===== src/rtl/cpu_loader_pkg.sv =====
// -----------------------------------------------------------------------------
// cpu_loader_pkg
//   Shared definitions for the boot-time program loader.
//   - state_t              : loader FSM encoding
//   - RUN_CYCLES_W         : width of the run-cycle counter output
//   - RST_CNT_W            : width of the CPU reset hold counter (RST_CYCLES <= 255)
//   - cpu_loader_max_words : instruction-memory capacity in words for a given
//                            word-address width
//   Optional build macro: CPU_LOADER_CHECKSUM_EN adds the CHECK state.
// -----------------------------------------------------------------------------
package cpu_loader_pkg;

  localparam int RUN_CYCLES_W = 32;
  localparam int RST_CNT_W    = 8;

  // Encodings are fixed so the CHECK slot stays reserved when the checksum
  // feature is compiled out.
  typedef enum logic [2:0] {
    ST_IDLE    = 3'd0,
    ST_LEN     = 3'd1,
    ST_LOAD    = 3'd2,
`ifdef CPU_LOADER_CHECKSUM_EN
    ST_CHECK   = 3'd3,
`endif
    ST_RST_CPU = 3'd4,
    ST_RUN     = 3'd5,
    ST_DONE    = 3'd6,
    ST_ERROR   = 3'd7
  } state_t;

  // Capacity is returned on 33 bits so that a full 32-bit length word can be
  // compared against it without overflow.
  function automatic logic [32:0] cpu_loader_max_words(input int addr_width);
    cpu_loader_max_words = 33'd1 << addr_width;
  endfunction

endpackage


===== src/rtl/cpu_loader_sat_counter.sv =====
// -----------------------------------------------------------------------------
// sat_counter
//   Up-counter that sticks at all-ones instead of wrapping.
//   Parameters:
//     WIDTH  : counter width
//   Ports:
//     clk    : clock, rising edge
//     rst_n  : asynchronous active-low reset (count -> 0)
//     clr    : synchronous clear, has priority over en
//     en     : count enable
//     count  : current count
// -----------------------------------------------------------------------------
module sat_counter #(
  parameter int WIDTH = 32
) (
  input  logic             clk,
  input  logic             rst_n,
  input  logic             clr,
  input  logic             en,
  output logic [WIDTH-1:0] count
);

  always_ff @(posedge clk or negedge rst_n) begin
    if (!rst_n) begin
      count <= '0;
    end else if (clr) begin
      count <= '0;
    end else if (en && (count != {WIDTH{1'b1}})) begin
      count <= count + WIDTH'(1);
    end
  end

endmodule


===== src/rtl/cpu_loader.sv =====
// -----------------------------------------------------------------------------
// cpu_loader
//   Boot-time program loader placed in front of the five-stage MIPS CPU.
//   Accepts a length-prefixed stream of 32-bit instruction words, writes them
//   into instruction memory from word address 0, then pulses the CPU reset,
//   enables the CPU until it reports HALT and counts the run cycles.
//
//   Stream: length word N, N payload words, and (with CPU_LOADER_CHECKSUM_EN
//   defined) one trailing word that must equal the XOR of the payload.
//
//   Parameters:
//     ADDR_WIDTH : instruction-memory word-address width (capacity 2^ADDR_WIDTH)
//     RST_CYCLES : cycles CPU_RESET is held in RST_CPU (1..255)
//   Ports:
//     CLOCK, RESET         : clock / asynchronous active-low reset
//     START                : starts a load from IDLE, DONE or ERROR
//     S_DATA/S_VALID/S_READY : stream input handshake
//     IM_WE/IM_ADDR/IM_WDATA : instruction-memory write port (registered)
//     CPU_RESET, CPU_ENABLE  : CPU control
//     HALT                 : CPU halt indication, only looked at in RUN
//     BUSY, DONE, ERROR    : status decodes of the FSM state
//     RUN_CYCLES           : saturating count of cycles spent in RUN
//   Build macro: CPU_LOADER_CHECKSUM_EN (enables CHECK state and XOR check).
// -----------------------------------------------------------------------------
module cpu_loader
  import cpu_loader_pkg::*;
#(
  parameter int ADDR_WIDTH = 10,
  parameter int RST_CYCLES = 4
) (
  input  logic                    CLOCK,
  input  logic                    RESET,
  input  logic                    START,
  input  logic [31:0]             S_DATA,
  input  logic                    S_VALID,
  output logic                    S_READY,
  output logic                    IM_WE,
  output logic [ADDR_WIDTH-1:0]   IM_ADDR,
  output logic [31:0]             IM_WDATA,
  output logic                    CPU_RESET,
  output logic                    CPU_ENABLE,
  input  logic                    HALT,
  output logic                    BUSY,
  output logic                    DONE,
  output logic                    ERROR,
  output logic [RUN_CYCLES_W-1:0] RUN_CYCLES
);

  localparam logic [32:0]          MAX_WORDS = cpu_loader_max_words(ADDR_WIDTH);
  localparam logic [RST_CNT_W-1:0] RST_LAST  = RST_CNT_W'(RST_CYCLES - 1);

  state_t state, next_state;

  logic                  beat;
  logic                  start_go;
  logic                  len_bad;
  logic                  last_beat;
  logic                  in_check;
  logic                  csum_ok;
  logic [ADDR_WIDTH:0]   len_q;
  logic [ADDR_WIDTH:0]   word_cnt;
  logic [RST_CNT_W-1:0]  rst_cnt;
  logic                  run_en;
  logic                  rst_cnt_clr;
  logic                  rst_cnt_en;

  logic                  im_we_p1;
  logic [ADDR_WIDTH-1:0] im_addr_p1;
  logic [31:0]           im_wdata_p1;

  assign beat     = S_VALID && S_READY;
  assign start_go = START && ((state == ST_IDLE) || (state == ST_DONE) ||
                              (state == ST_ERROR));

  // Length 0 and anything beyond capacity are rejected; exactly capacity is legal.
  assign len_bad   = (S_DATA == 32'd0) || ({1'b0, S_DATA} > MAX_WORDS);
  assign last_beat = (word_cnt == (len_q - (ADDR_WIDTH+1)'(1)));

`ifdef CPU_LOADER_CHECKSUM_EN
  logic [31:0] csum_q;

  assign in_check = (state == ST_CHECK);
  assign csum_ok  = (S_DATA == csum_q);

  always_ff @(posedge CLOCK or negedge RESET) begin
    if (!RESET) begin
      csum_q <= '0;
    end else if (start_go) begin
      csum_q <= '0;
    end else if ((state == ST_LOAD) && beat) begin
      csum_q <= csum_q ^ S_DATA;
    end
  end
`else
  assign in_check = 1'b0;
  assign csum_ok  = 1'b0;
`endif

  // ---------------------------------------------------------------------------
  // FSM: state register
  // ---------------------------------------------------------------------------
  always_ff @(posedge CLOCK or negedge RESET) begin
    if (!RESET) begin
      state <= ST_IDLE;
    end else begin
      state <= next_state;
    end
  end

  // ---------------------------------------------------------------------------
  // FSM: next-state logic
  // ---------------------------------------------------------------------------
  always_comb begin
    next_state = state;
    case (state)
      ST_IDLE, ST_DONE, ST_ERROR: begin
        if (START) next_state = ST_LEN;
      end
      ST_LEN: begin
        if (beat) next_state = len_bad ? ST_ERROR : ST_LOAD;
      end
      ST_LOAD: begin
        if (beat && last_beat) begin
`ifdef CPU_LOADER_CHECKSUM_EN
          next_state = ST_CHECK;
`else
          next_state = ST_RST_CPU;
`endif
        end
      end
`ifdef CPU_LOADER_CHECKSUM_EN
      ST_CHECK: begin
        if (beat) next_state = csum_ok ? ST_RST_CPU : ST_ERROR;
      end
`endif
      ST_RST_CPU: begin
        if (rst_cnt == RST_LAST) next_state = ST_RUN;
      end
      // HALT takes precedence; START is not looked at while running.
      ST_RUN: begin
        if (HALT) next_state = ST_DONE;
      end
      default: next_state = ST_IDLE;
    endcase
  end

  // ---------------------------------------------------------------------------
  // FSM: output decode (pure function of the registered state)
  // ---------------------------------------------------------------------------
  always_comb begin
    S_READY    = 1'b0;
    BUSY       = 1'b0;
    DONE       = 1'b0;
    ERROR      = 1'b0;
    CPU_RESET  = 1'b1;
    CPU_ENABLE = 1'b0;
    case (state)
      ST_LEN, ST_LOAD: begin
        S_READY = 1'b1;
        BUSY    = 1'b1;
      end
      ST_RST_CPU: begin
        BUSY = 1'b1;
      end
      ST_RUN: begin
        BUSY       = 1'b1;
        CPU_RESET  = 1'b0;
        CPU_ENABLE = 1'b1;
      end
      // CPU state is left untouched so it can be inspected after halt.
      ST_DONE: begin
        DONE      = 1'b1;
        CPU_RESET = 1'b0;
      end
      ST_ERROR: begin
        ERROR = 1'b1;
      end
      default: begin
        if (in_check) begin
          S_READY = 1'b1;
          BUSY    = 1'b1;
        end
      end
    endcase
  end

  // ---------------------------------------------------------------------------
  // Stage p0 -> p1: length latch, word counter and registered memory write
  // ---------------------------------------------------------------------------
  always_ff @(posedge CLOCK or negedge RESET) begin
    if (!RESET) begin
      len_q       <= '0;
      word_cnt    <= '0;
      im_we_p1    <= 1'b0;
      im_addr_p1  <= '0;
      im_wdata_p1 <= '0;
    end else begin
      im_we_p1 <= 1'b0;
      if (start_go) begin
        word_cnt <= '0;
      end
      if ((state == ST_LEN) && beat) begin
        len_q <= S_DATA[ADDR_WIDTH:0];
      end
      // Address/data hold their last value whenever no write is issued.
      if ((state == ST_LOAD) && beat) begin
        im_we_p1    <= 1'b1;
        im_addr_p1  <= word_cnt[ADDR_WIDTH-1:0];
        im_wdata_p1 <= S_DATA;
        word_cnt    <= word_cnt + (ADDR_WIDTH+1)'(1);
      end
    end
  end

  assign IM_WE    = im_we_p1;
  assign IM_ADDR  = im_addr_p1;
  assign IM_WDATA = im_wdata_p1;

  // ---------------------------------------------------------------------------
  // Counters: run-cycle count and CPU reset hold
  // ---------------------------------------------------------------------------
  assign run_en      = (state == ST_RUN);
  // The hold counter sits at zero outside RST_CPU so every entry starts fresh.
  assign rst_cnt_clr = (state != ST_RST_CPU);
  assign rst_cnt_en  = (state == ST_RST_CPU);

  sat_counter #(
    .WIDTH (RUN_CYCLES_W)
  ) u_run_cnt (
    .clk   (CLOCK),
    .rst_n (RESET),
    .clr   (start_go),
    .en    (run_en),
    .count (RUN_CYCLES)
  );

  sat_counter #(
    .WIDTH (RST_CNT_W)
  ) u_rst_cnt (
    .clk   (CLOCK),
    .rst_n (RESET),
    .clr   (rst_cnt_clr),
    .en    (rst_cnt_en),
    .count (rst_cnt)
  );

endmodule


===== config.mk =====
export PLATFORM = sky130hd
export DESIGN_NAME = cpu_loader
export DESIGN_NICKNAME = d
export VERILOG_FILES = /design/src/rtl/cpu_loader_pkg.sv /design/src/rtl/cpu_loader_sat_counter.sv /design/src/rtl/cpu_loader.sv
export SDC_FILE = /design/constraint.sdc
export NUM_CORES = 1
export LEC_CHECK = 0
export ABC_CLOCK_PERIOD_IN_PS = 2500
export CAP_MARGIN = 20
export CORE_MARGIN = 5
export CORE_UTILIZATION = 46
export CTS_CLUSTER_DIAMETER = 200
export DETAILED_ROUTE_END_ITERATION = 10
export GPL_ROUTABILITY_DRIVEN = 0
export HOLD_SLACK_MARGIN = 0.03
export PLACE_DENSITY = 0.77
export RECOVER_POWER = 50
export SETUP_SLACK_MARGIN = 0.15
export SLEW_MARGIN = 0
export SYNTH_ARGS = -nofsm -noshare
export SYNTH_HDL_FRONTEND = slang
export SYNTH_SLANG_ARGS = --single-unit

===== constraint.sdc =====
create_clock -name CLOCK -period 2.5 [get_ports CLOCK]
set_input_delay 0.625 -clock CLOCK [delete_from_list [all_inputs] [get_ports CLOCK]]
set_output_delay 0.625 -clock CLOCK [all_outputs]
set_load 0.1 [all_outputs]

# == Yosys cells after proc, flatten, opt, wreduce, memory -nomap -nowiden ==
# Cells that the tools add are included.
# word_totals
wordCells,69
regBits,108
input_bits,37
# op_classes
reduce_logical,20
n_addsub,4
n_mux,20
eq_ne,16
magnitude_cmp,1
# ops
operator,n
2-to-1 mux 32 bit,2
"adder 32 x 1 -> 32 bit, second input constant",1
"> comparator 32 x 11 -> 1 bit, second input constant",1
logical NOT 32 bit,1
"inequality test 32 bit, second input constant",1
2-to-1 mux 11 bit,2
2-to-1 mux 3 bit,6
2-to-1 mux 8 bit,2
one-hot mux 3 bit (5 select lines),1
"== test 3 bit, second input constant",4
"adder 11 x 1 -> 11 bit, second input constant",1
== test 11 bit,1
"subtractor 11 x 1 -> 11 bit, second input constant",1
"inequality test 2 bit, second input constant",5
"adder 8 x 1 -> 8 bit, second input constant",1
"== test 8 x 2 -> 1 bit, second input constant",1
"inequality test 8 bit, second input constant",1
logical AND 1 bit,7
2-to-1 mux 1 bit,7
nonzero test 2 bit,3
AND reduction 5 bit,1
OR reduction 2 bit,2
OR reduction 4 bit,1
"== test 3 x 1 -> 1 bit, second input constant",1
other kinds (5),7

# == Depth between registers and ports, before layout ==
# Gate-level depths: netlist of the first run.
# depth
ltp_word,7
ltp_mapped,8

# == Hierarchy ==
# From an unflattened synthesis of the first run, not the netlist that was laid out.
# unflattened
hier_cells,618
area_unflattened_um2,5585.4
# by_module_without_submodules
mod,cells_each,area_each_um2,n_inst
cpu_loader,371,3266.9,1
sat_counter (u_run_cnt),198,1854.3,1
sat_counter (u_rst_cnt),49,464.2,1

# == Worst setup path after synthesis of the first run ==
# Ideal clock, no wire load.
# synth_path
kind,register -> output
from,register state[1]
to,output port CPU_RESET
n_path_buf,2
slack_ps,-1128
path_stages_with_launch,6
t_arrival_ps,3003
path_cell_list,dfrtp_1 -> clkbuf_1 -> nand2b_1 -> nor2_1 -> clkbuf_1 -> nor2_1
# synth_via
elab_chain_cells,3
elab_cells_between_ends,4
cone_classes,2 x eq/ne; 1 x mux; 1 x reduce/logical
# synth_rtl
element,line_no,rtl
from (decl),cpu_loader.sv:52,"state_t state, next_state;"
from (signal assigned),cpu_loader.sv:106,state <= next_state;
== test 3 bit,cpu_loader.sv:157,case (state)
OR reduction 2 bit (no source line) *,n/a,
2-to-1 mux 1 bit *,cpu_loader.sv:157,
to (decl),cpu_loader.sv:40,"output logic CPU_RESET,"
# Mark *: on every way between the ends. The rest lies on a longest branch, timed or not.

# == Final worst setup path of the first run ==
# layout_path
from,register len_q[0]
to,register state[2]
# layout_via
elab_chain_cells,5
# layout_rtl
element,line_no,rtl
from (decl),cpu_loader.sv:60,logic [ADDR_WIDTH:0] len_q;
from (signal assigned),cpu_loader.sv:203,len_q <= S_DATA[ADDR_WIDTH:0];
subtractor 11 x 1 -> 11 bit,cpu_loader.sv:77,assign last_beat = (word_cnt == (len_q - (ADDR_WIDTH+1)'(1)));
== test 11 bit,cpu_loader.sv:77,
logical AND 1 bit,cpu_loader.sv:123,if (beat && last_beat) begin
inequality test 2 bit (no source line),n/a,
AND reduction 5 bit (no source line),n/a,
# No other way between the ends.
# A chain may end at the register's enable or synchronous reset.

==> impl_results.md, run 1 <==
* Max Fclk at just over 400 MHz
* Synth Area per Inst at approximately 9 sq um
* Flop pwr share at just under 30%
* Vias in the first global route at about 5000
* # H-tree levels at 3
* WS Path Type: reg2reg
* Relative slew slack at about 22%
* CTS buffer count at 9
* Largest net degree at the start of global routing at between 40 and 50
* Post-synth EDFFs at 0
* DRC at 0
* Clk buf depth at 2
* PortBufs at 117
* Diodes inserted at 0
* Simple-gate share of the synthesized area at approximately 28%
* Area leader, netlist: dfrtp_1
* Die extent in x at ~120 um
* Slew Limit Fails at 0
* Clk pwr share at between 10% and 20%
* CTS sink cnt at 108
* Initial antenna violation count at 0
* Synth Instances at 589
* Worst Tran Pin Value at 1.18 ns
* Min-Delay Path Class: in2async
* Post-Syn Area at between 5000 and 6000 sq um
* Final hold slack at around 0.45 ns
* CP Data Required Time at about 2.8 ns
* Lkg Pwr at ~3.2 nW
* Detailed-router iteration count before antenna repair at 5
* Min Clock Period, post-route at ~2.5 ns
* Outcome: finished, final reports clean
* Tot GR Track Use at 20.9%
* Latest clock arrival within the worst-skew pair at between 0.3 and 0.4 ns
* CP max-delay cell: or4b_4
* Int Power at roughly 0.004 W
* Row cnt at 39
* Multi-input logic area at around 2600 sq um
* Fin cells at approximately 870
* Initial Utilization at between 40% and 50%
* VDD IR-drop max at approximately 1.1 mV
* Net Switching at roughly 0.0046 W
* Switching Fraction at a little over half
* Multiplexer area fraction after synthesis at roughly 2.3%
* Post-route ant nets at 0
* Fin crit share at a little over nine tenths
* Final-stage net count at 760
* Post-synthesis net count at 630
* Clock transition at the registers of the reported paths at roughly 0.070 ns
* Post-DP HPWL at between 10000 and 15000 um
* Via density at ~5.5
* Ys flop type: dfrtp_1
* CP Capture Type: flop
* Initial DRC Count at ~440
* Hold Violations, Final at 0
* Max Fanout on Critical Path at 4
* Combinational Power Share at between 50 and 60%
* I/O pins at ~120
* Max Cap Viol at 0
* Avg WL per Cell at ~17 um
* Fillcell total at around 990
* Die area at roughly 14000 sq um
* Vias at around 4800
* RSZ-0062 raised after global routing: true
* Complex-gate fraction of the synthesized area at 7.51%
* Area growth from synthesis to layout at 32.3%
* Synth Area in XOR/XNOR at under 10%
* Startpoint types: flop
* FF+latch area at around 2800 sq um
* Drt total wl at 14400 um
* Post-synth cell types at 52
* Core area at around 11000 sq um
* Die height at between 100 and 150 um
* Arrival @ worst endpoint at roughly 2.8 ns
* Largest cells by area after synthesis: dfrtp_1, nand2_1, xnor2_1
* YS warnings at 0
* Total gr overflow at 0
* Max Clock Skew at ~0.0049 ns
* Critical path, cell by cell: inv_2, ha_4, or4b_4, or3b_4, xnor2_2, o2111ai_2, or4_1, nand2_1
* Post-synth top area share at roughly 51%
* Pwr/cell area at ~1200 nW/um^2
* Synth Register Bits at 108
* Synth Area in Adders at less than 1%
* CP peak stage delay at 0.52 ns
* CTS Root Cell: clkbuf_16
* Layout cell share with drive strength beyond 1 at a little over a quarter
* Async S/R FF share, synth at 100%
* Placed cell count at 849
* Global-route wire length before repair at between 20000 and 25000 um
* CTS tree: built
* Largest family of logic cells by synthesized area: simple AND/OR/NAND/NOR gates
* Setup violations, final at 0
* Sequential fraction of the synthesis area at around half
==> path summary, 6_finish.rpt <==
path | startpoint | to | slack, ns | cells past startpoint
max | len_q[0] | state[2] | 0.03 | 8
min | RESET | IM_WDATA[22] | 0.45 | 1
max reg2reg | len_q[0] | state[2] | 0.03 | 8
min reg2reg | IM_WDATA[0] | IM_WDATA[0] | 0.48 | 2
max in group asynchronous | RESET | state[0] | 0.47 | 2
min in group CLOCK | IM_WDATA[0] | IM_WDATA[0] | 0.48 | 2
==> per-layer routing <==
metal | global-route usage [%] | part of all wire (%) | up-vias
met5 | 0 | 0 | -
met4 | 7.54 | 2.4 | 0
met3 | 4.76 | 5.5 | 25
met2 | 34.8 | 50 | 142
met1 | 26.6 | 42 | 2351
li1 | - | - | 2277
==> cell usage in the layout, fill, tap and decap left out, types with 3 or more instances in the layout <==
cell             count
a21oi_1              6
a31oi_1              3
and3_1              12
buf_12               7
buf_4               60
clkbuf_16            9
clkbuf_2            36
clkdlybuf4s50_1     34
dfrtp_1             75
dfrtp_2             29
dfrtp_4              4
ha_1                 3
inv_1               13
inv_2                3
mux2_2               9
nand2_1            153
nand2b_1             4
nand3_1             21
nand4_1             24
nor2_1              49
nor3_1              19
nor3b_1              3
nor4_1               7
o211ai_1             5
o21a_1               3
o21ai_0             20
o31ai_1              4
or3_1                4
or4_1                3
xnor2_1             21
xor2_1              21
==> cell usage after synthesis (2+ instances only) <==
library cell  number
nand2b_1           5
nand4_1           24
mux2i_1            2
clkbuf_1          15
buf_2              3
nor4_1            10
a211oi_1           2
o211ai_1           5
a21oi_1            7
and4_1             2
o21a_1             3
o21ai_0           21
a31o_2             2
nor3_1            20
or3b_1             2
nor2b_1            3
mux2_2             9
buf_1              5
inv_1             15
dfrtp_1          108
xnor2_1           23
nor3b_1            3
nand3_1           22
o22ai_1            2
and2_1             2
o31ai_1            4
or3_1              4
a31oi_1            3
nand2_1          153
xor2_1            21
ha_1               4
and3_1            12
nor2_1            52
or4_1              3
==> critical path, delay by kind of cell, from the launching register on <==
family,cells,cell delay [ns]
simple gates,4,1.49
fa+ha+maj,1,0.14
compound gates,1,0.16
flops,1,0.40
buf+inv,1,0.08
xor+xnor,1,0.14
==> sequential cells by signal, summed over array words and instances, names as in the netlist <==
register         cells
IM_ADDR             10
IM_WDATA            32
IM_WE                1
len_q               11
state                3
u_rst_cnt.count      8
u_run_cnt.count     32
word_cnt            11
==> cell type report <==
cell class / instances / area share (%)
clock inverter: 7 / 1.07
sequential: 108 / 39.3
tap: 143 / 2.55
clock buffer: 9 / 3.21
multi-input combinational: 442 / 36.7
inverter: 16 / 0.857
timing repair buffer: 142 / 16.3
==> per-stage QoR <==
stage | instance area [sq um] | total power [W] | utilization (%) | TNS [ns] | setup slack, ns
finish | 7010 | 0.00866 | 61.6 | 0 | 0.0303
global route | 7010 | 0.00907 | 61.6 | -0.0518 | -0.0518
global placement | 6710 | 0.00714 | 59.0 | -0.128 | -0.0815
CTS | 7040 | 0.00876 | 61.9 | 0 | 0.0316
floorplan | 5380 | 0.00594 | - | -0.233 | -0.233
detailed placement | 6710 | 0.00723 | 59.0 | -0.384 | -0.217
==> power by group through the flow <==
stage | registers (W) | logic (W) | clock network, W
after floorplan | 0.00437 | 0.00158 | 0
after global placement | 0.00252 | 0.00462 | 0
after detailed placement | 0.00254 | 0.00469 | 0
after CTS | 0.00254 | 0.00475 | 0.00147
after global routing | 0.00261 | 0.00492 | 0.00154
final | 0.00255 | 0.00467 | 0.00144
==> kinds of logic after synthesis <==
family / Yosys count
simple gates: 323
mux: 11
flops: 108
xor+xnor: 44
fa+ha+maj: 4
compound gates: 60
buf+inv: 39
==> repair_timing <==
item | in CTS | in global routing
setup buffers | 0 | 2
pin swaps | 0 | 3
hold buffers | 0 | 0
gates resized for setup | 6 | 15
setup endpoints to repair | 5 | 13
No activity file was read; power rests on OpenSTA's default activity.
==> run 2: changes to the inputs <==
SLEW_MARGIN = 20   (was 0)
==> results of run 2 <==
The final DEF is identical to that of run 1; final timing and power are the same.
